--- config.mk ---
export PLATFORM = sky130hd
export DESIGN_NAME = serial_adder
export DESIGN_NICKNAME = d
export VERILOG_FILES = /design/src/rtl/serial_adder_pkg.sv /design/src/rtl/full_adder.sv /design/src/rtl/serial_adder.sv
export SDC_FILE = /design/constraint.sdc
export NUM_CORES = 1
export LEC_CHECK = 0
export CORE_UTILIZATION = 24
export DETAILED_ROUTE_END_ITERATION = 8
export PLACE_DENSITY_LB_ADDON = 0.2
export RECOVER_POWER = 25
export SYNTH_ARGS = -nofsm -noshare
export SYNTH_HDL_FRONTEND = slang
export SYNTH_SLANG_ARGS = --single-unit
--- constraint.sdc ---
create_clock -name clk -period 2.7 [get_ports clk]
set_clock_uncertainty 0.05 [all_clocks]
set_input_delay 0.54 -clock clk [delete_from_list [all_inputs] [get_ports clk]]
set_output_delay 0.54 -clock clk [all_outputs]
set_load 0.05 [all_outputs]
--- src/rtl/serial_adder_pkg.sv ---
// Shared types and helpers for the bit-serial adder/subtractor.
package serial_adder_pkg;

   // Controller state encoding
   typedef enum logic [1:0] {
      IDLE = 2'd0,
      RUN  = 2'd1,
      DONE = 2'd2
   } state_t;

   // Ceiling log2, used to size the bit counter
   function automatic int clog2(input int value);
      int r;
      r = 0;
      while ((1 << r) < value) r++;
      return r;
   endfunction

endpackage

--- src/rtl/full_adder.sv ---
// Single-bit full adder cell; the only arithmetic in the serial datapath.
module full_adder (
   input  logic a,
   input  logic b,
   input  logic cin,
   output logic s,
   output logic cout
);

   // Sum and carry of one bit position
   always_comb begin
      s    = a ^ b ^ cin;
      cout = (a & b) | (a & cin) | (b & cin);
   end

endmodule

--- src/rtl/serial_adder.sv ---
// Bit-serial adder/subtractor: one full adder and a carry flop process
// one bit per cycle, LSB first, behind a start/busy/done handshake.
module serial_adder
   import serial_adder_pkg::*;
#(
   parameter int WIDTH = 8
) (
   input  logic             clk,
   input  logic             reset,
   input  logic             start,
   input  logic             sub,
   input  logic [WIDTH-1:0] a,
   input  logic [WIDTH-1:0] b,
   output logic             busy,
   output logic             done,
   output logic [WIDTH-1:0] sum,
   output logic             cout,
   output logic             overflow
);

   localparam int            CW       = clog2(WIDTH);
   localparam logic [CW-1:0] CNT_LAST = CW'(WIDTH - 1);
   localparam logic [CW-1:0] CNT_MSB  = CW'(WIDTH - 2);

   state_t           state;
   logic [WIDTH-1:0] opa;
   logic [WIDTH-1:0] opb;
   // Holds the low WIDTH-1 result bits; the MSB is produced on the final edge
   logic [WIDTH-2:0] res;
   logic [WIDTH-1:0] res_nxt;
   logic             carry;
   logic             msb_cin;
   logic [CW-1:0]    cnt;
   logic             fa_s;
   logic             fa_cout;

   full_adder u_fa (
      .a    (opa[0]),
      .b    (opb[0]),
      .cin  (carry),
      .s    (fa_s),
      .cout (fa_cout)
   );

   // Result register after this cycle's bit shifts in at the MSB
   assign res_nxt = {fa_s, res};

   assign busy = (state == RUN);
   assign done = (state == DONE);

   // Controller plus serial datapath; outputs only move on the final bit
   always_ff @(posedge clk or posedge reset) begin
      if (reset) begin
         state    <= IDLE;
         opa      <= '0;
         opb      <= '0;
         res      <= '0;
         carry    <= 1'b0;
         msb_cin  <= 1'b0;
         cnt      <= '0;
         sum      <= '0;
         cout     <= 1'b0;
         overflow <= 1'b0;
      end else begin
         unique case (state)
            IDLE, DONE: begin
               if (start) begin
                  // Subtract as a + ~b + 1: invert b, seed carry with 1
                  opa   <= a;
                  opb   <= sub ? ~b : b;
                  carry <= sub;
                  cnt   <= '0;
                  state <= RUN;
               end else begin
                  state <= IDLE;
               end
            end
            RUN: begin
               opa   <= {1'b0, opa[WIDTH-1:1]};
               opb   <= {1'b0, opb[WIDTH-1:1]};
               res   <= res_nxt[WIDTH-1:1];
               carry <= fa_cout;
               cnt   <= cnt + 1'b1;
               // Carry out of bit WIDTH-2 is the carry into the MSB
               if (cnt == CNT_MSB) msb_cin <= fa_cout;
               if (cnt == CNT_LAST) begin
                  sum      <= res_nxt;
                  cout     <= fa_cout;
                  overflow <= msb_cin ^ fa_cout;
                  state    <= DONE;
               end
            end
            default: state <= IDLE;
         endcase
      end
   end

endmodule

== After elaboration in Yosys (flattened, before gate mapping) ==
Cells that the tools add are included.
W data, S select, Z words.

* Logic and storage cells: 44
* Output and inout port bits: 12
* Input bits: 20
* Register bits after elaboration: 40

* Muxes and demuxes: 12
* Equal/unequal tests: 6
* Bitwise logic cells: 9
* Add/subtract/negate cells: 1
* Reductions and logical operators: 6

{| class="wikitable"
|+ Operators by type and width
! cell !! number
|-
| $pmux W8 S2 || 2
|-
| $mux W8 || 3
|-
| $not A8 Y8 || 1
|-
| $eq A3 B3 Y1 const B || 2
|-
| $pmux W3 S2 || 1
|-
| $reduce_and A2 Y1 || 3
|-
| $pmux W2 S2 || 1
|-
| $add A3 B1 Y3 const B || 1
|-
| $and A1 B1 Y1 || 3
|-
| $mux W3 || 1
|-
| $xor A1 B1 Y1 || 3
|-
| $eq A2 B1 Y1 const B || 1
|-
| $eq A2 B2 Y1 const B || 1
|-
| $logic_not A2 Y1 || 1
|-
| $mux W1 || 2
|-
| $mux W2 || 1
|-
| $ne A2 B1 Y1 const B || 1
|-
| $ne A2 B2 Y1 const B || 1
|-
| $or A1 B1 Y1 || 2
|-
| $pmux W1 S2 || 1
|-
| $reduce_bool A2 Y1 || 1
|-
| $reduce_or A2 Y1 || 1
|}

== Longest topological paths before layout ==
* Word-level depth: 4
* Depth in mapped cells: 6
* Gate-level depth less buffers: 5

== By module ==
From an unflattened synthesis, not the netlist that was laid out.

* Cells, all modules: 152
* Area total of the unflattened synthesis: 1725.4 sq um

{| class="wikitable"
|+ By module, submodules not included
! module !! area each (sq um) !! cells each !! instances !! seq. area each (sq um)
|-
| serial_adder || 1705.4 || 151 || 1 || 1001.0
|-
| full_adder || 20.0 || 1 || 1 || 0.0
|}

== Worst setup path after synthesis ==
OpenSTA, ideal clock, no wires.

* Path kind: reg-to-output
* From: register state[0]
* To: output port done
* Slack: 1013 ps
* Arrival: 1097 ps
* Cell stages (with the launch flop): 2
* Data required time: 2110 ps
* Path through: dfrtp_1 -> nor2b_1

* Cells in the longest elaborated chain, start to end: 1

{| class="wikitable"
|+ RTL lines
! element !! line !! RTL
|-
| from (decl) || serial_adder.sv:25 || <nowiki>state_t state;</nowiki>
|-
| from (signal assigned) || serial_adder.sv:54 || <nowiki>state <= IDLE;</nowiki>
|-
| from (signal assigned) || serial_adder.sv:73 || <nowiki>state <= RUN;</nowiki>
|-
| from (signal assigned) || serial_adder.sv:75 || <nowiki>state <= IDLE;</nowiki>
|-
| $eq A2 B2 Y1 || serial_adder.sv:49 || <nowiki>assign done = (state == DONE);</nowiki>
|-
| to (decl) || serial_adder.sv:15 || <nowiki>output logic done,</nowiki>
|}

Every way passes these cells.

== Worst setup path after layout ==
Ends and elaborated chain as after synthesis.

==> qor.txt <==
Outcome = finished, final reports clean
CP startpoint = state[0]
Lkg Pwr = 1.02 nW
Most frequent cells in the layout = dfrtp_1, nand2_1, clkdlybuf4s50_1
Post-route cell area = 2250 sq um
Total gr overflow = 0
Clock latency at the later pin of the worst-skew pair = 290 ps
Synth Warn # = 0
Syn_area_per_cell = 11.4 sq um
All-Layer GR Usage = 10.3%
Psw = 0.00107 W
Final WL = 3320 um
Setup Viol. Count Final = 0
Pins Over Slew Limit = 0
CP endpoint kind = output port
Post-synth top area share = 58.0%
Mapped cell area = 1730 sq um
Antenna fix cells = 0
Comb power frac = 43.8%
Root buf cell = clkbuf_8
Routed wire length per instance = 11.8 um
Critical Path Source Type = flop
Seq/Total Area, Yosys = 58.0%
Post-CTS Setup Inserts = 0
Final Hold Fails = 0
Setup TNS = 0 ps
# hold bufs at CTS = 0
DP Area = 2140 sq um
Switching share of power = 39.7%
I/O pins = 32
Die W = 86.8 um
Critical path type = reg -> out
Post-CTS resize count = 0
Rows = 30
Post-synth top area cell = dfrtp_1
Core Area = 6870 sq um
Initial antenna violation count = 0
Worst endpoint required time = 2110 ps
Worst min-delay path class = reg -> reg
CTS buffer count = 5
Post-DRT Antenna Nets = 0
Initial DRC Count = 43
CTS tree = done
Max-slew headroom = 33.2%
Global-route wire length before repair = 5840 um
Non-filler cells, final = 281
Pwr per Cell Area = 1200 nW/um^2
Fin nets = 208
Syn_nets = 176
Die Y = 86.8 um
Layout area overhead = 30.2%
H-tree levels = 2
Final min period = 2250 ps
Routability Congestion = 0.686
Via Count = 1,197
Residual DRC = 0
Peak Freq = 0.444 GHz
Clk sinks = 40
Worst-path clk slew = 80 ps
Worst r2r src = cnt[0]
CTS max path bufs = 2
Placed Cells incl. Taps = 273
Max-cap viol count = 0
P_int = 0.00162 W
DP HPWL = 2180 um
Layout cells sized above 1 = 7.03%
WP data arrival = 1660 ps
Top post-synthesis cells by area = dfrtp_1, mux2_1, nand2_1
Post-synthesis cell type count = 22
Die area = 7530 sq um
Least-Margin Pin Slew = 1000 ps
RSZ-0062 raised after global routing = false
Initial Utilization = 25.1%
Most common library cell in the layout ignoring fill and taps = dfrtp_1
Hold path start = res[0]
Synthesis-stage register bit count = 40
CP max FO = 5
Vias per inst = 4.26
Final Power = 0.00269 W
Final Cycle Share = 83.5%
Post-Syn Instances = 152
Largest net degree at the start of global routing = 41
Vias in the first global route = 1,254
Max IR drop VDD = 0.000271 V
Drt first pass iters = 4
Clock power share = 17.8%
Sequential power share = 38.4%
# port buffers = 31
-- worst paths after layout --
path                            slack (ps)  endpoint  cells past startpoint
max in group asynchronous             1020    opa[4]                      3
min in group asynchronous              950    sum[0]                      3
worst max register to register         870    sum[7]                      4
worst min-delay path                   420    res[0]                      2
worst min register to register         420    res[0]                      2
worst max-delay path                   450      done                      2
-- synthesized netlist by cell type, drive strengths merged --
library cell	count
xor2	1
xnor2	8
fa	1
a221o	7
ha	3
nand2b	2
buf	9
a22oi	8
mux2	10
nor2b	2
nand3	10
clkbuf	1
o2bb2ai	1
inv	4
a22o	3
nor2	8
dfrtp	40
nand2	30
nand3b	1
o21ai	3
-- flip-flops by register name, summed over array words and instances (netlist names) --
name	cells
opb	8
sum	8
opa	8
carry	1
state	2
cnt	3
res	7
overflow	1
cout	1
msb_cin	1
-- worst max-delay path, stage by stage (launching register included) --
cell	delay (ps)
dfrtp_1	430
nor2b_1	130
clkdlybuf4s50_1	810
-- metal layers --
metal / global-route usage [%] / vias up / share of wire [%]
met4: 4.55 / 0 / 1.3
met1: 13.0 / 572 / 49
met5: 0 / - / 0
li1: - / 585 / -
met2: 16.0 / 35 / 44
met3: 3.33 / 5 / 5.4
-- final cells by class --
type                            instances  area, sq um
Inverter                                4         15.0
Clock buffer                            6         72.6
Fill cell                             721         4620
Timing Repair Buffer                   35          348
Multi-Input combinational cell         98          654
Clock inverter                          2         35.0
Tap cell                               96          120
Sequential cell                        40         1000
-- power groups by stage --
| stage | clock network, W | registers, W | logic, W |
|---|---|---|---|
| after floorplan | 0 | 0.00125 | 0.000635 |
| after global placement | 0 | 0.00105 | 0.00118 |
| after detailed placement | 0 | 0.00105 | 0.00120 |
| after CTS | 0.000500 | 0.00104 | 0.00120 |
| after global routing | 0.000523 | 0.00107 | 0.00131 |
| final | 0.000480 | 0.00103 | 0.00118 |
-- metrics by stage --
step	hold slack, ps	util (%)	setup slack (ps)
after global routing	449	32.7	384
after detailed placement	411	31.2	683
final	421	32.7	446
after CTS	431	32.7	419
after global placement	409	31.2	692
after floorplan	389	-	1010
-- cell families (layout without fill, tap and decap cells) --
family                   after synthesis  in the layout  synth area share (%)
AO/OA/AOI/OAI                         22             22                  10.4
XOR/XNOR                               9              9                  4.57
adder cells (fa/ha/maj)                4              4                  3.34
buffers and inverters                 14             47                  4.06
flip-flops                            40             40                  58.0
multiplexers                          10             10                  6.53
AND/OR/NAND/NOR                       53             53                  13.1
Power figures use the tool's default switching activity.
